===== config.mk =====
export PLATFORM = sky130hd
export DESIGN_NAME = dca_matrix_lsu_row_sequencer_flat
export DESIGN_NICKNAME = d
export VERILOG_FILES = /design/src/rtl/dca_matrix_lsu_row_sequencer_if.sv /design/src/rtl/dca_matrix_lsu_row_sequencer.sv /design/src/flat_wrapper.sv
export SDC_FILE = /design/constraint.sdc
export NUM_CORES = 1
export LEC_CHECK = 0
export ABC_AREA = 1
export CORE_MARGIN = 2
export CORE_UTILIZATION = 55
export DETAILED_ROUTE_END_ITERATION = 10
export GPL_ROUTABILITY_DRIVEN = 0
export GPL_TIMING_DRIVEN = 0
export PLACE_DENSITY = 0.84
export SYNTH_ARGS = -nofsm -noshare
export SYNTH_HDL_FRONTEND = slang
export SYNTH_SLANG_ARGS = --single-unit

===== constraint.sdc =====
create_clock -name clk -period 3.06 [get_ports clk]
set_clock_uncertainty 0.1 [all_clocks]
set_input_delay 0.459 -clock clk [delete_from_list [all_inputs] [get_ports clk]]
set_output_delay 0.459 -clock clk [all_outputs]
set_load 0.005 [all_outputs]

===== src/rtl/dca_matrix_lsu_row_sequencer_if.sv =====
// Instruction and memory-request bundle for the matrix LSU row sequencer.
// The sequencer itself binds the master modport; its environment binds slave.
interface dca_matrix_lsu_row_sequencer_if #(
  parameter int BW_ADDR = 32,
  parameter int BW_DIM  = 4
);
  logic               inst_valid;
  logic               inst_ready;
  logic               inst_write;
  logic [BW_ADDR-1:0] inst_addr;
  logic [BW_ADDR-1:0] inst_stride;
  logic [BW_DIM-1:0]  inst_num_row;
  logic [BW_DIM-1:0]  inst_num_col;
  logic               req_valid;
  logic               req_ready;
  logic               req_write;
  logic [BW_ADDR-1:0] req_addr;
  logic [BW_ADDR-1:0] req_size;
  logic               req_last;
  logic               resp_valid;

  modport master (
    input  inst_valid,
    output inst_ready,
    input  inst_write,
    input  inst_addr,
    input  inst_stride,
    input  inst_num_row,
    input  inst_num_col,
    output req_valid,
    input  req_ready,
    output req_write,
    output req_addr,
    output req_size,
    output req_last,
    input  resp_valid
  );

  modport slave (
    output inst_valid,
    input  inst_ready,
    output inst_write,
    output inst_addr,
    output inst_stride,
    output inst_num_row,
    output inst_num_col,
    input  req_valid,
    output req_ready,
    input  req_write,
    input  req_addr,
    input  req_size,
    input  req_last,
    output resp_valid
  );
endinterface


===== src/rtl/dca_matrix_lsu_row_sequencer.sv =====
// Expands one matrix LSU instruction into per-row memory requests and
// tracks row completions, pulsing done once the whole block has landed.
module dca_matrix_lsu_row_sequencer #(
  parameter int BW_ADDR         = 32,
  parameter int MAX_DIM         = 8,
  parameter int BW_DIM          = 4,
  parameter int ELEM_BYTES      = 4,
  parameter int MAX_OUTSTANDING = 4
) (
  input  logic clk,
  input  logic rstnn,
  input  logic enable,
  input  logic clear,
  dca_matrix_lsu_row_sequencer_if.master bus,
  output logic busy,
  output logic done,
  output logic err_underflow
);

  localparam int BW_OUT = 4;

  if (MAX_DIM >= (1 << BW_DIM)) begin : g_dim_chk
    $error("BW_DIM too narrow for MAX_DIM");
  end
  if (MAX_OUTSTANDING < 1 || MAX_OUTSTANDING > 15) begin : g_out_chk
    $error("MAX_OUTSTANDING out of range");
  end

  typedef enum logic [1:0] {
    IDLE,
    ISSUE,
    DRAIN,
    FINISH
  } state_e;

  state_e             state_q;
  logic               write_q;
  logic [BW_ADDR-1:0] addr_q;
  logic [BW_ADDR-1:0] stride_q;
  logic [BW_DIM-1:0]  nrow_q;
  logic [BW_DIM-1:0]  ncol_q;
  logic [BW_DIM-1:0]  row_idx_q;
  logic [BW_OUT-1:0]  out_q;
  logic               err_q;

  logic can_issue;
  logic last_row;
  logic acc;
  logic hs;
  logic rsp;

  // Handshake qualifiers derived from registered state and enable.
  always_comb begin
    can_issue = out_q < BW_OUT'(MAX_OUTSTANDING);
    last_row  = row_idx_q == BW_DIM'(nrow_q - BW_DIM'(1));
    bus.inst_ready = enable & (state_q == IDLE);
    bus.req_valid  = enable & (state_q == ISSUE) & can_issue;
    acc = bus.inst_valid & bus.inst_ready;
    hs  = bus.req_valid & bus.req_ready;
    rsp = enable & bus.resp_valid;
  end

  assign bus.req_write  = write_q;
  assign bus.req_addr   = addr_q;
  assign bus.req_size   = BW_ADDR'(ncol_q) * BW_ADDR'(ELEM_BYTES);
  assign bus.req_last   = last_row;
  assign busy           = state_q != IDLE;
  assign done           = enable & (state_q == FINISH);
  assign err_underflow  = err_q;

  // Sequencer FSM with outstanding-row accounting; clear wins over events.
  always_ff @(posedge clk) begin
    if (!rstnn) begin
      state_q   <= IDLE;
      write_q   <= 1'b0;
      addr_q    <= '0;
      stride_q  <= '0;
      nrow_q    <= '0;
      ncol_q    <= '0;
      row_idx_q <= '0;
      out_q     <= '0;
      err_q     <= 1'b0;
    end else if (enable) begin
      if (clear) begin
        state_q   <= IDLE;
        row_idx_q <= '0;
        out_q     <= '0;
        err_q     <= 1'b0;
      end else begin
        if (hs && !rsp) begin
          out_q <= out_q + BW_OUT'(1);
        end else if (!hs && rsp) begin
          if (out_q == '0) err_q <= 1'b1;
          else             out_q <= out_q - BW_OUT'(1);
        end
        unique case (state_q)
          IDLE: begin
            if (acc) begin
              write_q   <= bus.inst_write;
              addr_q    <= bus.inst_addr;
              stride_q  <= bus.inst_stride;
              nrow_q    <= bus.inst_num_row;
              ncol_q    <= bus.inst_num_col;
              row_idx_q <= '0;
              if (bus.inst_num_row == '0 || bus.inst_num_col == '0)
                state_q <= FINISH;
              else
                state_q <= ISSUE;
            end
          end
          ISSUE: begin
            if (hs) begin
              addr_q    <= addr_q + stride_q;
              row_idx_q <= row_idx_q + BW_DIM'(1);
              if (last_row) state_q <= DRAIN;
            end
          end
          DRAIN: begin
            if (out_q == '0) state_q <= FINISH;
          end
          FINISH: begin
            state_q <= IDLE;
          end
          default: begin
            state_q <= IDLE;
          end
        endcase
      end
    end
  end

endmodule


===== src/flat_wrapper.sv =====
// flat-port wrapper written by rule: the top's interface ports become plain ports
module dca_matrix_lsu_row_sequencer_flat 
#(
  parameter int BW_ADDR         = 32,
  parameter int MAX_DIM         = 8,
  parameter int BW_DIM          = 4,
  parameter int ELEM_BYTES      = 4,
  parameter int MAX_OUTSTANDING = 4
)
  (clk, rstnn, enable, clear, busy, done, err_underflow, bus_inst_valid, bus_inst_ready, bus_inst_write, bus_inst_addr, bus_inst_stride, bus_inst_num_row, bus_inst_num_col, bus_req_valid, bus_req_ready, bus_req_write, bus_req_addr, bus_req_size, bus_req_last, bus_resp_valid);
  dca_matrix_lsu_row_sequencer_if #(.BW_ADDR(BW_ADDR), .BW_DIM(BW_DIM)) bus_i ();
  input  logic clk;
  input  logic rstnn;
  input  logic enable;
  input  logic clear;
  output logic busy;
  output logic done;
  output logic err_underflow;
  input wire logic [$bits(bus_i.inst_valid)-1:0] bus_inst_valid;
  output wire logic [$bits(bus_i.inst_ready)-1:0] bus_inst_ready;
  input wire logic [$bits(bus_i.inst_write)-1:0] bus_inst_write;
  input wire logic [$bits(bus_i.inst_addr)-1:0] bus_inst_addr;
  input wire logic [$bits(bus_i.inst_stride)-1:0] bus_inst_stride;
  input wire logic [$bits(bus_i.inst_num_row)-1:0] bus_inst_num_row;
  input wire logic [$bits(bus_i.inst_num_col)-1:0] bus_inst_num_col;
  output wire logic [$bits(bus_i.req_valid)-1:0] bus_req_valid;
  input wire logic [$bits(bus_i.req_ready)-1:0] bus_req_ready;
  output wire logic [$bits(bus_i.req_write)-1:0] bus_req_write;
  output wire logic [$bits(bus_i.req_addr)-1:0] bus_req_addr;
  output wire logic [$bits(bus_i.req_size)-1:0] bus_req_size;
  output wire logic [$bits(bus_i.req_last)-1:0] bus_req_last;
  input wire logic [$bits(bus_i.resp_valid)-1:0] bus_resp_valid;
  assign bus_i.inst_valid = bus_inst_valid;
  assign bus_inst_ready = bus_i.inst_ready;
  assign bus_i.inst_write = bus_inst_write;
  assign bus_i.inst_addr = bus_inst_addr;
  assign bus_i.inst_stride = bus_inst_stride;
  assign bus_i.inst_num_row = bus_inst_num_row;
  assign bus_i.inst_num_col = bus_inst_num_col;
  assign bus_req_valid = bus_i.req_valid;
  assign bus_i.req_ready = bus_req_ready;
  assign bus_req_write = bus_i.req_write;
  assign bus_req_addr = bus_i.req_addr;
  assign bus_req_size = bus_i.req_size;
  assign bus_req_last = bus_i.req_last;
  assign bus_i.resp_valid = bus_resp_valid;
  dca_matrix_lsu_row_sequencer #(.BW_ADDR(BW_ADDR), .MAX_DIM(MAX_DIM), .BW_DIM(BW_DIM), .ELEM_BYTES(ELEM_BYTES), .MAX_OUTSTANDING(MAX_OUTSTANDING)) u_core (.clk(clk), .rstnn(rstnn), .enable(enable), .clear(clear), .bus(bus_i), .busy(busy), .done(done), .err_underflow(err_underflow));
endmodule

==> results.toml, run 1 <==
[status]
outcome = "complete, no violations"

[pwr]
power.total_mw = 3.30
power_density_nw_per_um2 = 412
peakVddDrop_uv = 315
power_leakage_nw = 4.11

[global_route]
grt_max_degree = 16
antenna_found_initial = 0
grt_pass1_vias = 6355
grt_usage = 0.290
grt_pass1_wl_microns = 29500
grt_overflow = 0

[logic_synthesis]
ys_seq_elements = 84
syn_area_sq_um = 6260
async_reset_ff_frac = 0
synthDistinctLibCells = 36
yosysWarningCount = 0
syn_inst = 1034
synth_edf_count = 0
seq_area_frac_synth = 0.269
synth.avg_cell_area_sq_um = 6.06
ys.flop_type = "dfxtp_1"

[cts]
cts_tree = "built"
post_cts_buffers = 0
htree_levels = 3
cts_buffers = 9
postCtsResizedCells = 0
cts_hold_buf = 0
clockBufferDepth = 2
cts-root-buf = "clkbuf_16"
clock_sinks = 84
path_clk_slew_ns = 0.07
insertion_delay_ns = 0.34

[routing]
drt_iter0_drc = 491
wl_microns = 17700
wl_per_cell_microns = 13.3
viasPerCell = 5.11
ant_nets = 0
vias = 6829
drc = 0
drt_pre_antenna_iters = 7

[critical_path]
crit_arrival_ns = 2.01
rr_worst_depth = 12
path_max_fanout = 4
criticalPathCategory = "flip-flop to output port"
critPathRequiredTime_ns = 2.50
rrSetupSlack_ns = 0.61
crit_path_end_kind = "output port"
r2r_end = "u_core.bus.req_addr[28]"
r2r_start = "u_core.bus.req_addr[0]"
critPathLaunchType = "flip-flop"

[min_path]
min_delay_path_depth = 2
hold_end = "u_core.err_underflow"
min_from = "enable"
hold_path.class = "input pin to flip-flop"

[sta]
maxSlewViolCount = 0
final-hold-violation-count = 0
fin_crit_sh = 0.840
tns_ns = 0
post-route-min-period_ns = 2.57
rsz0062_at_grt = "false"
setup_violations = 0
fmax_mhz = 389
worst_hold_slack_ns = 0.229
max_slew_margin = 0.514
worstMarginPinSlew_ns = 0.728

[finish]
area_growth_pct = 28.0
drive_above_1_share = 0.0594
nets = 1312
fill_cells = 967
diodes = 0

[floorplanning]
rows = 38
core_area_sq_um = 11000
die_area_sq_um = 12300
ioPinCount = 151
initial_core_util = 0.570
dieWidth_microns = 111
die_y_microns = 111

[job]
maxCapViolCount = 0

[placement]
io_buffer_count = 119
hpwl_microns = 13800
[stage by stage]
step,worst slack [ns],cell area [sq um],cells,util
3_3_place_gp,0.529,7730,1320,0.704
5_1_grt,0.348,8020,1336,0.730
4_1_cts,0.462,8020,1336,0.730
2_1_floorplan,1.11,6360,1061,-
6_report,0.491,8020,1336,0.730
3_5_place_dp,0.553,7730,1320,0.704
[state kept, by name (all words and copies together), names as in the netlist]
| signal | cells |
|---|---|
| u_core.row_idx_q | 4 |
| u_core.err_underflow | 1 |
| u_core.state_q | 2 |
| u_core.ncol_q | 4 |
| u_core.nrow_q | 4 |
| u_core.stride_q | 32 |
| u_core.bus.req_write | 1 |
| u_core.out_q | 4 |
| u_core.bus.req_addr | 32 |
[layout make-up]
| cell class | instances | area [sq um] | share of cell area |
|---|---|---|---|
| multi-input combinational | 767 | 3730 | 0.466 |
| sequential | 84 | 1680 | 0.210 |
| timing repair buffer | 119 | 1190 | 0.149 |
| inverter | 150 | 564 | 0.0704 |
| buffer | 60 | 383 | 0.0478 |
| clock buffer | 10 | 239 | 0.0298 |
| tap | 140 | 175 | 0.0219 |
| clock inverter | 6 | 46.3 | 0.00578 |
[layout by cell type, fill, tap and decap left out, drive strengths merged]
| cell | netlist | final |
|---|---|---|
| clkinvlp | 0 | 2 |
| inv | 149 | 151 |
| a21oi | 81 | 81 |
| nand3b | 2 | 2 |
| a311oi | 1 | 1 |
| conb | 1 | 28 |
| nand2 | 292 | 292 |
| xnor2 | 8 | 8 |
| and2 | 1 | 1 |
| o21ai | 67 | 67 |
| ha | 40 | 40 |
| a22oi | 2 | 2 |
| nand3 | 53 | 53 |
| a21o | 2 | 2 |
| clkbuf | 19 | 29 |
| buf | 41 | 41 |
| a31oi | 3 | 3 |
| xor2 | 14 | 14 |
| o21bai | 3 | 3 |
| nor3 | 7 | 7 |
| fa | 1 | 1 |
| nor3b | 1 | 1 |
| nor2 | 155 | 155 |
| clkdlybuf4s50 | 0 | 119 |
| nand4 | 5 | 5 |
| clkinv | 1 | 3 |
| dfxtp | 84 | 84 |
| o211ai | 1 | 1 |
[worst max-delay path by stage]
stage	endpoint	from	slack (ns)
final	bus_req_last	u_core.nrow_q[0]	0.49
after floorplan	u_core.bus.req_addr[20]	u_core.bus.req_addr[0]	1.11
after detailed placement	u_core.stride_q[27]	bus_inst_valid	0.55
after global routing	bus_req_last	u_core.nrow_q[0]	0.35
after global placement	u_core.stride_q[27]	bus_inst_valid	0.53
after CTS	bus_req_last	u_core.nrow_q[0]	0.46
[critical path, stage by stage (launching register included)]
cell	delay (ns)
dfxtp_1	0.38
inv_1	0.07
ha_1	0.20
xnor2_1	0.19
xor2_1	0.16
nand3_1	0.11
inv_1	0.06
clkdlybuf4s50_1	0.48
[where the power goes]
| group | leakage [nW] | internal (mW) | total (mW) | switching [mW] |
|---|---|---|---|---|
| combinational | 3.29 | 0.450 | 0.968 | 0.518 |
| clock | 0.135 | 0.579 | 1.07 | 0.491 |
| sequential | 0.685 | 1.19 | 1.26 | 0.0764 |
| total | 4.11 | 2.22 | 3.30 | 1.09 |
[cells in the mapped netlist, drive strengths merged (8+ instances only)]
cell | count | area, sq um
nand2 | 292 | 1110
o21ai | 67 | 347
xor2 | 14 | 123
nor2 | 155 | 594
inv | 149 | 559
xnor2 | 8 | 70.1
buf | 41 | 312
a21oi | 81 | 405
clkbuf | 19 | 71.3
dfxtp | 84 | 1680
ha | 40 | 500
nand3 | 53 | 270
[per-layer routing]
| metal | routed length, microns | part of all wire | up-vias | GRT usage |
|---|---|---|---|---|
| met4 | 383 | 0.022 | 0 | 0.0967 |
| met5 | 0 | 0 | - | 0 |
| met2 | 8250 | 0.47 | 266 | 0.494 |
| met3 | 1240 | 0.070 | 41 | 0.0426 |
| li1 | - | - | 3491 | - |
| met1 | 7870 | 0.44 | 3031 | 0.375 |
[cells by family (layout without fill, tap and decap cells)]
kind of cell / count (synthesis) / after routing / share of synthesized area
compound gates: 160 / 160 / 0.136
simple gates: 516 / 516 / 0.330
other cells: 1 / 28 / 0.000599
xor+xnor: 22 / 22 / 0.0308
flops: 84 / 84 / 0.269
buf+inv: 210 / 345 / 0.151
fa+ha+maj: 41 / 41 / 0.0831
Note: power is estimated with default switching activity, not from simulation.
==> inputs of run 2 (changes only) <==
--- a/config.mk
+++ b/config.mk
@@ -7,11 +7,11 @@
 export LEC_CHECK = 0
 export ABC_AREA = 1
 export CORE_MARGIN = 2
-export CORE_UTILIZATION = 55
+export CORE_UTILIZATION = 51
 export DETAILED_ROUTE_END_ITERATION = 10
 export GPL_ROUTABILITY_DRIVEN = 0
 export GPL_TIMING_DRIVEN = 0
-export PLACE_DENSITY = 0.84
+export PLACE_DENSITY = 0.79
 export SYNTH_ARGS = -nofsm -noshare
 export SYNTH_HDL_FRONTEND = slang
 export SYNTH_SLANG_ARGS = --single-unit
==> constraint.sdc (replaced) <==
create_clock -name clk -period 2.5 [get_ports clk]
set_clock_uncertainty 0.1 [all_clocks]
set_input_delay 0.375 -clock clk [delete_from_list [all_inputs] [get_ports clk]]
set_output_delay 0.375 -clock clk [all_outputs]
set_load 0.005 [all_outputs]
==> run 2 against run 1 <==
- core utilization is 5.9 points lower
- clock-buffer cell count is 1 lower
- critical endpoint is now u_core.bus.req_addr[28]
- worst hold slack worse by 0.096 ns
- first-iteration DRC count is 21% lower
- power is 25% higher
- critical path depth is 5 higher
==> results.toml, run 2 (synthesis gave the netlist of run 1 again) <==
[status]
outcome = "complete, no violations"

[pwr]
power_density_nw_per_um2 = 512
power_leakage_nw = 4.15
power.total_mw = 4.13
peakVddDrop_uv = 653

[routing]
viasPerCell = 4.95
wl_microns = 17600
vias = 6649
wl_per_cell_microns = 13.1
ant_nets = 0
drt_pre_antenna_iters = 5
drt_iter0_drc = 388
drc = 0

[global_route]
grt_busiest_layer = "met2"
grt_pass1_wl_microns = 29400
met3_usage = 0.0459
grt_pass1_vias = 6343
grt_usage = 0.277
grt_use_met1 = 0.366
grt.met2_usage = 0.462
grt_max_degree = 17
antenna_found_initial = 0
grt_overflow = 0

[critical_path]
criticalPathCategory = "flip-flop to flip-flop"
path_max_fanout = 4
worst-path-buf-inv = 0
critPathRequiredTime_ns = 2.61
r2r_end = "u_core.bus.req_addr[28]"
cp_top_family = "simple AND/OR/NAND/NOR gates"
crit_path_end_kind = "flip-flop"
crit_chain = "ha_1 > fa_1 > nand3_1 > nand3_1 > nand3_1 > nand3_1 > nand2_1 > nand2_1 > nand2_1 > nand3_1 > nand2_1 > a21oi_1"
r2r_start = "u_core.bus.req_addr[0]"
rr_worst_depth = 12
critPathLaunchType = "flip-flop"
crit_arrival_ns = 2.51
crit_top_cell = "nand3_1"
critPathSlowestCell = "fa_1"
rrSetupSlack_ns = 0.1
cpPeakStageDelay_ns = 0.47

[sta]
fin_crit_sh = 0.961
fin_ws_ns = 0.0971
final-hold-violation-count = 0
tns_ns = 0
maxSlewViolCount = 0
fmax_mhz = 416
post-route-min-period_ns = 2.40
setup_violations = 0
max_slew_margin = 0.544
worst_hold_slack_ns = 0.133
worstMarginPinSlew_ns = 0.683
rsz0062_at_grt = "false"

[finish]
utilization = 0.671
nets = 1313
final_cell_mix = "290 x nand2_1, 152 x nor2_1, 146 x inv_1"
mostFrequentLayoutCell = "nand2_1"
drive_above_1_share = 0.0618
instances_no_fill = 1344
multiInputGateArea_sq_um = 3730
diodes = 0
fill_cells = 1141
fin_area_sq_um = 8060
area_growth_pct = 28.7
regArea_sq_um = 1680

[cts]
cts_buffers = 9
htree_levels = 3
cts-root-buf = "clkbuf_16"
insertion_delay_ns = 0.35
clockBufferDepth = 2
cts_tree = "built"
clock_sinks = 84
path_clk_slew_ns = 0.08
cts_hold_buf = 0

[placement]
place_area_sq_um = 7740
hpwl_microns = 13700
dp_slack_ns = 0.0930
io_buffer_count = 119
post-place-cells = 1327

[min_path]
hold_end = "u_core.err_underflow"
min_from = "enable"
hold_path.class = "input pin to flip-flop"
min_delay_path_depth = 2

[floorplanning]
die_y_microns = 115
ioPinCount = 151
dieWidth_microns = 115
die_area_sq_um = 13200
core_area_sq_um = 12000
initial_core_util = 0.521
rows = 40

[job]
maxCapViolCount = 0
run 2: changes by cell type in the layout (fill, tap and decap cells not counted), sizes merged:
cell,before,now
buf,41,42
clkinv,3,2
clkbuf,29,28
clkdlybuf4s50,119,118
clkinvlp,2,1
inv,151,153
dlymetal6s2s,0,1
bufinv,0,1
run 2: repair_timing:
action,4_1_cts,5_1_grt
endpoints found under the setup margin,1,5
pin swaps,0,3
buffers inserted,0,1
resized for setup,1,3
run 2: how the worst max path moves through the flow:
stage	end	start	slack, ns	cells after the start
floorplan	u_core.bus.req_addr[20]	u_core.bus.req_addr[0]	0.55	12
global placement	u_core.stride_q[27]	bus_inst_valid	0.13	9
detailed placement	u_core.stride_q[27]	bus_inst_valid	0.09	9
CTS	bus_req_last	u_core.nrow_q[0]	0.05	7
global route	u_core.state_q[0]	u_core.state_q[1]	0.008	9
finish	u_core.bus.req_addr[28]	u_core.bus.req_addr[0]	0.1	12
run 2: cell type report:
class | count | share of cell area
timing repair buffer | 120 | 0.149
multi-input combinational | 767 | 0.464
buffer | 60 | 0.0477
clock inverter | 7 | 0.00994
clock buffer | 9 | 0.0280
tap | 147 | 0.0228
sequential | 84 | 0.209
inverter | 150 | 0.0700
run 2: where the power goes:
group          internal [mW]  switching, mW
clock                  0.791          0.606
combinational          0.552          0.632
sequential              1.45         0.0914
run 2: worst reg2reg max path: stages (launching register included):
cell	delay, ns
dfxtp_1	0.33
ha_1	0.25
fa_1	0.47
nand3_1	0.12
nand3_1	0.15
nand3_1	0.12
nand3_1	0.19
nand2_1	0.19
nand2_1	0.07
nand2_1	0.06
nand3_1	0.08
nand2_1	0.09
a21oi_1	0.05
run 2: layer usage:
| metal | share of wire | vias up | wire [microns] |
|---|---|---|---|
| met3 | 0.059 | 30 | 1030 |
| met1 | 0.47 | 2933 | 8210 |
| met4 | 0.020 | 0 | 361 |
| met2 | 0.46 | 195 | 8020 |
| li1 | - | 3491 | - |
| met5 | 0 | - | 0 |
